**src/rtl/decode_imm_ctrl.sv**
```systemverilog
// Decode-stage controller: classifies each fetched instruction, steers the
// shared immediate generator, and buffers decoded results in a 2-entry
// HEAD/SKID valid/ready buffer that execute drains. Flush empties the buffer.
module decode_imm_ctrl #(
    parameter int unsigned N = 32
) (
    input  logic         clk,
    input  logic         rst_n,
    input  logic         in_valid,
    output logic         in_ready,
    input  logic [N-1:0] in_instr,
    input  logic [N-1:0] in_pc,
    input  logic         flush,
    output logic [N-1:0] imm_instr,
    output logic [1:0]   imm_sel,
    input  logic [N-1:0] imm_in,
    output logic         out_valid,
    input  logic         out_ready,
    output logic [N-1:0] out_instr,
    output logic [N-1:0] out_pc,
    output logic [N-1:0] out_imm,
    output logic         out_illegal
);

    localparam logic [6:0] OPC_LOAD   = 7'b0000011;
    localparam logic [6:0] OPC_OPIMM  = 7'b0010011;
    localparam logic [6:0] OPC_JALR   = 7'b1100111;
    localparam logic [6:0] OPC_SYSTEM = 7'b1110011;
    localparam logic [6:0] OPC_STORE  = 7'b0100011;
    localparam logic [6:0] OPC_BRANCH = 7'b1100011;
    localparam logic [6:0] OPC_LUI    = 7'b0110111;
    localparam logic [6:0] OPC_AUIPC  = 7'b0010111;
    localparam logic [6:0] OPC_JAL    = 7'b1101111;
    localparam logic [6:0] OPC_OP     = 7'b0110011;

    localparam logic [1:0] SEL_I = 2'd0;
    localparam logic [1:0] SEL_S = 2'd1;
    localparam logic [1:0] SEL_B = 2'd2;
    localparam logic [1:0] SEL_U = 2'd3;

    typedef enum logic [1:0] {
        S_EMPTY,
        S_ONE,
        S_TWO
    } state_e;

    state_e state_q, state_d;

    // Decoded view of the incoming instruction
    logic [N-1:0] dec_imm;
    logic         dec_illegal;

    // Buffer entries
    logic [N-1:0] head_instr_q, head_pc_q, head_imm_q;
    logic         head_ill_q;
    logic [N-1:0] skid_instr_q, skid_pc_q, skid_imm_q;
    logic         skid_ill_q;

    // Handshake and load controls
    logic acc, fire;
    logic load_head_in, move_skid, load_skid;

    assign imm_instr = in_instr;

    // Opcode classification: immediate-generator select plus the value to store
    always_comb begin
        imm_sel     = SEL_I;
        dec_imm     = '0;
        dec_illegal = 1'b0;
        case (in_instr[6:0])
            OPC_LOAD, OPC_OPIMM, OPC_JALR, OPC_SYSTEM: begin
                imm_sel = SEL_I;
                dec_imm = imm_in;
            end
            OPC_STORE: begin
                imm_sel = SEL_S;
                dec_imm = imm_in;
            end
            OPC_BRANCH: begin
                imm_sel = SEL_B;
                dec_imm = imm_in;
            end
            OPC_LUI, OPC_AUIPC: begin
                imm_sel = SEL_U;
                dec_imm = imm_in;
            end
            OPC_JAL: begin
                // The shared generator has no J format, so it is assembled here
                imm_sel = SEL_I;
                dec_imm = {{(N-21){in_instr[31]}}, in_instr[31], in_instr[19:12],
                           in_instr[20], in_instr[30:21], 1'b0};
            end
            OPC_OP: begin
                imm_sel = SEL_I;
                dec_imm = '0;
            end
            default: begin
                imm_sel     = SEL_I;
                dec_imm     = '0;
                dec_illegal = 1'b1;
            end
        endcase
    end

    // FSM state register
    always_ff @(posedge clk or negedge rst_n) begin
        if (!rst_n) begin
            state_q <= S_EMPTY;
        end else begin
            state_q <= state_d;
        end
    end

    // FSM next state; flush overrides every other transition
    always_comb begin
        state_d = state_q;
        if (flush) begin
            state_d = S_EMPTY;
        end else begin
            case (state_q)
                S_EMPTY: if (acc) state_d = S_ONE;
                S_ONE: begin
                    if (acc && !fire)      state_d = S_TWO;
                    else if (!acc && fire) state_d = S_EMPTY;
                end
                S_TWO:   if (fire) state_d = S_ONE;
                default: state_d = S_EMPTY;
            endcase
        end
    end

    // FSM outputs: handshake flags depend only on state (and flush blocking accept)
    always_comb begin
        in_ready  = (state_q != S_TWO) && !flush;
        out_valid = (state_q != S_EMPTY);
    end

    // Entry load controls derived from state and handshakes
    always_comb begin
        acc          = in_valid && in_ready;
        fire         = out_valid && out_ready;
        load_head_in = acc && ((state_q == S_EMPTY) || ((state_q == S_ONE) && fire));
        load_skid    = acc && (state_q == S_ONE) && !fire;
        move_skid    = !flush && (state_q == S_TWO) && fire;
    end

    // HEAD entry: loads from decode or from SKID; flush clears only the illegal flag
    always_ff @(posedge clk or negedge rst_n) begin
        if (!rst_n) begin
            head_instr_q <= '0;
            head_pc_q    <= '0;
            head_imm_q   <= '0;
            head_ill_q   <= 1'b0;
        end else if (flush) begin
            head_ill_q   <= 1'b0;
        end else if (load_head_in) begin
            head_instr_q <= in_instr;
            head_pc_q    <= in_pc;
            head_imm_q   <= dec_imm;
            head_ill_q   <= dec_illegal;
        end else if (move_skid) begin
            head_instr_q <= skid_instr_q;
            head_pc_q    <= skid_pc_q;
            head_imm_q   <= skid_imm_q;
            head_ill_q   <= skid_ill_q;
        end
    end

    // SKID entry: captures an accept that arrives while HEAD is stalled
    always_ff @(posedge clk or negedge rst_n) begin
        if (!rst_n) begin
            skid_instr_q <= '0;
            skid_pc_q    <= '0;
            skid_imm_q   <= '0;
            skid_ill_q   <= 1'b0;
        end else if (flush) begin
            skid_ill_q   <= 1'b0;
        end else if (load_skid) begin
            skid_instr_q <= in_instr;
            skid_pc_q    <= in_pc;
            skid_imm_q   <= dec_imm;
            skid_ill_q   <= dec_illegal;
        end
    end

    assign out_instr   = head_instr_q;
    assign out_pc      = head_pc_q;
    assign out_imm     = head_imm_q;
    assign out_illegal = head_ill_q;

endmodule

```
**config.mk**
```make
export PLATFORM = sky130hd
export DESIGN_NAME = decode_imm_ctrl
export DESIGN_NICKNAME = d
export VERILOG_FILES = /design/src/rtl/decode_imm_ctrl.sv
export SDC_FILE = /design/constraint.sdc
export NUM_CORES = 1
export LEC_CHECK = 0
export CORE_AREA = 8 8 138 140
export CTS_CLUSTER_DIAMETER = 200
export CTS_CLUSTER_SIZE = 28
export DETAILED_ROUTE_END_ITERATION = 7
export DIE_AREA = 0 0 146 148
export GPL_ROUTABILITY_DRIVEN = 0
export GPL_TIMING_DRIVEN = 1
export PLACE_DENSITY = 0.93
export SLEW_MARGIN = 10
export SYNTH_ARGS = -nofsm -noshare
export SYNTH_HDL_FRONTEND = slang
export SYNTH_SLANG_ARGS = --single-unit
```
**constraint.sdc**
```tcl
create_clock -name clk -period 3.7 [get_ports clk]
set_input_delay 0.74 -clock clk [delete_from_list [all_inputs] [get_ports clk]]
set_output_delay 0.74 -clock clk [all_outputs]
set_load 0.02 [all_outputs]
```
# After elaboration in Yosys (flattened, before gate mapping)
# Index checks and enable logic that the tools add are counted.
# word_totals
reg_bits	196
latch_bits	0
mem_bits_rw	0
rom_bits	0
in_bits	101
output_inout_bits	133
wordCells	72
n_memories	0
# op_classes
n_addsub	0
mul	0
div	0
order_cmp	0
eq_ne	16
shift	0
muxes	20
n_bitwise	1
reduce_logical	26
# op_table
cell	n
2-to-1 mux 32 bit	6
one-hot mux 32 bit (2 select lines)	1
equality test 7 bit (second input constant)	4
equality test 7 x 6 -> 1 bit (second input constant)	3
equality test 7 x 5 -> 1 bit (second input constant)	2
one-hot mux 2 bit (3 select lines)	2
logical AND 1 bit	11
2-to-1 mux 2 bit	5
OR reduction 10 bit	1
OR reduction 8 bit	1
equality test 7 x 2 -> 1 bit (second input constant)	1
2-to-1 mux 1 bit	6
!= test 3 bit (second input constant)	2
nonzero test 2 bit	3
!= test 4 bit (second input constant)	1
AND reduction 2 bit	2
logical NOT 1 bit	3
AND reduction 3 bit	1
nonzero test 3 bit	1
equality test 2 x 1 -> 1 bit (second input constant)	1
equality test 2 bit (second input constant)	1
logical NOT 2 bit	1
!= test 2 bit (second input constant)	1
OR reduction 2 bit	1
other kinds (2)	2

# Logic depth before layout (Yosys ltp)
# depth
ltp_word	9
mapped_depth	8
depth_no_buf	4

# Least setup slack after synthesis
# Ideal clock, no wire load.
# synth_timing
path_type	input to output
from	input port in_instr[2]
to	output port imm_sel[0]
arrival_ns	1.587
t_required_ns	2.960
slack_ns	1.373
cell_stages	4
path_buffers	1
cell_sequence	buf_2 -> nor3b_1 -> a21oi_1 -> nor3_1
# synth_between
elab_chain_len	3
word_cells_on_any_way	6
cone_classes	4 x eq/ne; 1 x mux; 1 x reduce/logical
# synth_lines
item	line_no	rtl
start, declared	11	input logic [N-1:0] in_instr,
equality test 7 x 6 -> 1 bit / equality test 7 x 5 -> 1 bit (equally long branches)	70	case (in_instr[6:0])
OR reduction 2 bit	70	
one-hot mux 2 bit (3 select lines) *	70	
end, declared	15	output logic [1:0] imm_sel,
# Every way passes the cells marked *; elsewhere a longest branch is shown, timed or not.

# Final worst setup path
# layout_timing
from	input port in_instr[4]
to	output port imm_sel[0]
# Same word-level chain as after synthesis.

==> run_results.csv <==
group,metric,value,unit
die,core_area,16900,um^2
sta,fin_crit_sh,91.4,%
clock_network,cts_buffer_depth,2,
die,die-area,21600,um^2
sta,timing_hold_violations_final,0,
logic_synthesis,synth_top_cell_by_area,"dfrtp_1",
logic_synthesis,synth.area.top_cells,"dfrtp_1 56%, nand2_1 13%, a31oi_1 4.8%",
drt,avgRoutedWirePerCell,18.3,um
setup_path,critical_path_required,2.96,ns
logic_synthesis,synth_seq_area_share,55.8,%
run_status,status,"completed",
placed_design,io_buffers,233,
setup_path,critPathSlowestCell,"clkdlybuf4s50_1",
logic_synthesis,syn-num-nets,1076,
die,num_io_pins,234,
logic_synthesis,yosysTopAreaCellShare,55.8,%
logic_synthesis,ys_top_cells_by_count,"303 x nand2_1, 196 x dfrtp_1, 98 x nor2_1",
sta,rsz0062_at_grt,"no",
setup_path,cp_max_fo,11,
drt,detailedRoute.firstPassIterationCount,5,
grt,grt_max_degree,89,
grt,grt_pass1_wl,41300,um
drt,drc,0,
clock_network,cts.sinks,196,
logic_synthesis,synth-edff-count,0,
power,power.leakage,5.40,nW
sta,period_minus_slack,3.38,ns
drt,vias_per_cell,5.60,
sta,setup_viol,0,
setup_path,cp-end-kind,"output pin",
die,start_util,51.9,%
clock_network,cts_resized,0,
grt,antenna_found_initial,0,
logic_synthesis,yosysWarnings,0,
clock_network,clockRootBuffer,"clkbuf_16",
logic_synthesis,ys_async_sr_fraction,100,%
drt,wl,25500,um
sta,maxSlewHeadroom,23.3,%
clock_network,hold_buffers,0,
grt,track_usage,23.6,%
logic_synthesis,syn_inst,975,
clock_network,clkSlewWorstSetupHoldPaths,0.07,ns
setup_path,crit_type,"primary input to output pin",
placed_design,dpl.hpwl,17600,um
setup_path,crit_family,"buffers and inverters",
power,power_density,531,nW/um^2
drt,drt-initial-drc-count,590,
grt,grt_overflow_total,0,
setup_path,max_stage_delay,0.68,ns
finish,num_antenna_cells,0,
sta,drv_slew,0,
setup_path,cp-start-kind,"primary input",
logic_synthesis,synth_seq_cells,196,
clock_network,htreeDepth,4,
sta,worst_pin_slew,1.15,ns
finish,drive_gt1_share,7.90,%
setup_path,path_cells,"clkdlybuf4s50_1 -> nor3b_1 -> a21oi_1 -> nor3_1 -> clkdlybuf4s50_1",
clock_network,clk_latency,0.42,ns
sta,finClkSkew,0.00990,ns
grt,grt_pass1_vias,7864,
clock_network,cts_tree,"done",
drt,vias,7782,
logic_synthesis,ys_types,43,
finish,area_growth,33.9,%
die,rows,48,
setup_path,crit_arrival,2.64,ns
run,cap_violations,0,
power,total_power,6.26,mW
setup_path,path_common_cell,"clkdlybuf4s50_1",
finish,final_util,69.5,%
clock_network,numCtsBuffers,17,
power,ir_drop,0.319,mV
die,die_w,146,um
logic_synthesis,syn_area,8790,um^2
setup_path,path_buf_inv,2,
logic_synthesis,synth.most_common_cell,"nand2_1",
logic_synthesis,yosys_most_used_dff,"dfrtp_1",
hold_path,hp-class,"primary input to async pin",
die,chipHeight,148,um
logic_synthesis,synth.avg_cell_area,9.02,um^2
drt,ant_nets,0,
finish,nNetsFinal,1255,
finish,fillCellCount,1251,
sta,clock.fmax,0.296,GHz
sta,finalSetupTns,0,ns
clock_network,cts_setup_buffers,0,
[registers in the layout (all words and copies together), names as in the netlist]
name          cells
skid_pc_q        32
state_q           2
out_pc           32
skid_instr_q     32
out_instr        32
skid_imm_q       32
out_imm          32
out_illegal       1
skid_ill_q        1
[per-stage QoR]
stage               instances  area (um^2)  setup slack, ns  hold slack, ns
CTS                      1390        11800            0.362           0.343
floorplan                 975         8790             1.37           0.444
detailed placement       1360        11200            0.373           0.462
global placement         1360        11200            0.362           0.456
global route             1390        11800            0.257           0.346
finish                   1390        11800            0.319           0.321
[routing by layer]
metal / vias up / track usage (%) / wire [um]
met3: 49 / 5.93 / 1930
met2: 354 / 39.7 / 12500
met1: 3777 / 28.8 / 10300
met5: - / 0 / 0
li1: 3602 / - / -
met4: 0 / 9.43 / 687
[layout make-up]
type	instances	area [um^2]	share of cell area, %
Clock buffer	22	464	3.94
Clock inverter	8	128	1.08
Inverter	22	82.6	0.701
Multi-Input combinational cell	656	3330	28.3
Sequential cell	196	4900	41.7
Tap cell	225	282	2.39
Timing Repair Buffer	261	2580	21.9
[cell families after synthesis]
group                     synth area share, %
xor gates and xnor gates               0.0996
and+or+nand+nor                          20.9
AOI/OAI and AO/OA                        16.1
muxes                                   0.128
DFF                                      55.8
buffers and inverters                    6.99
[where the power goes]
group          internal [mW]  switching [mW]  total [mW]  leakage [nW]
registers               2.56           0.231        2.79          2.46
logic                  0.728           0.867        1.60          2.65
clock network           1.09           0.779        1.87         0.282
total                   4.38            1.88        6.26          5.40
[worst paths after layout]
path	slack [ns]	depth (start not counted)	to	startpoint
worst max-delay path	0.32	5	imm_sel[0]	in_instr[4]
worst min-delay path	0.32	1	skid_pc_q[30]	rst_n
worst max register to register	1.32	5	out_imm[20]	state_q[1]
worst min register to register	0.47	2	skid_instr_q[3]	skid_instr_q[3]
max in group asynchronous	2.45	2	skid_instr_q[21]	rst_n
min in group clk	0.47	2	skid_instr_q[3]	skid_instr_q[3]
[layout by cell type, fill, tap and decap left out, types with 3 or more instances in the layout]
| cell | synthesis | layout |
|---|---|---|
| o21ai_0 | 30 | 30 |
| a22o_1 | 21 | 20 |
| a221o_2 | 10 | 10 |
| dfrtp_1 | 196 | 196 |
| nor2b_1 | 3 | 3 |
| clkbuf_8 | 0 | 3 |
| nand2_1 | 303 | 302 |
| clkbuf_1 | 51 | 3 |
| a221o_1 | 9 | 9 |
| nand3_1 | 13 | 13 |
| a21o_1 | 20 | 20 |
| nor2_1 | 98 | 97 |
| inv_1 | 22 | 22 |
| a21oi_1 | 19 | 19 |
| nor3_1 | 15 | 14 |
| a31oi_1 | 67 | 67 |
| bufinv_16 | 0 | 3 |
| clkdlybuf4s50_1 | 0 | 232 |
| o21ai_2 | 10 | 10 |
| buf_12 | 0 | 3 |
| clkbuf_16 | 0 | 17 |
| a211oi_1 | 12 | 12 |
| buf_4 | 32 | 25 |
Note: power is estimated with default switching activity, not from simulation.
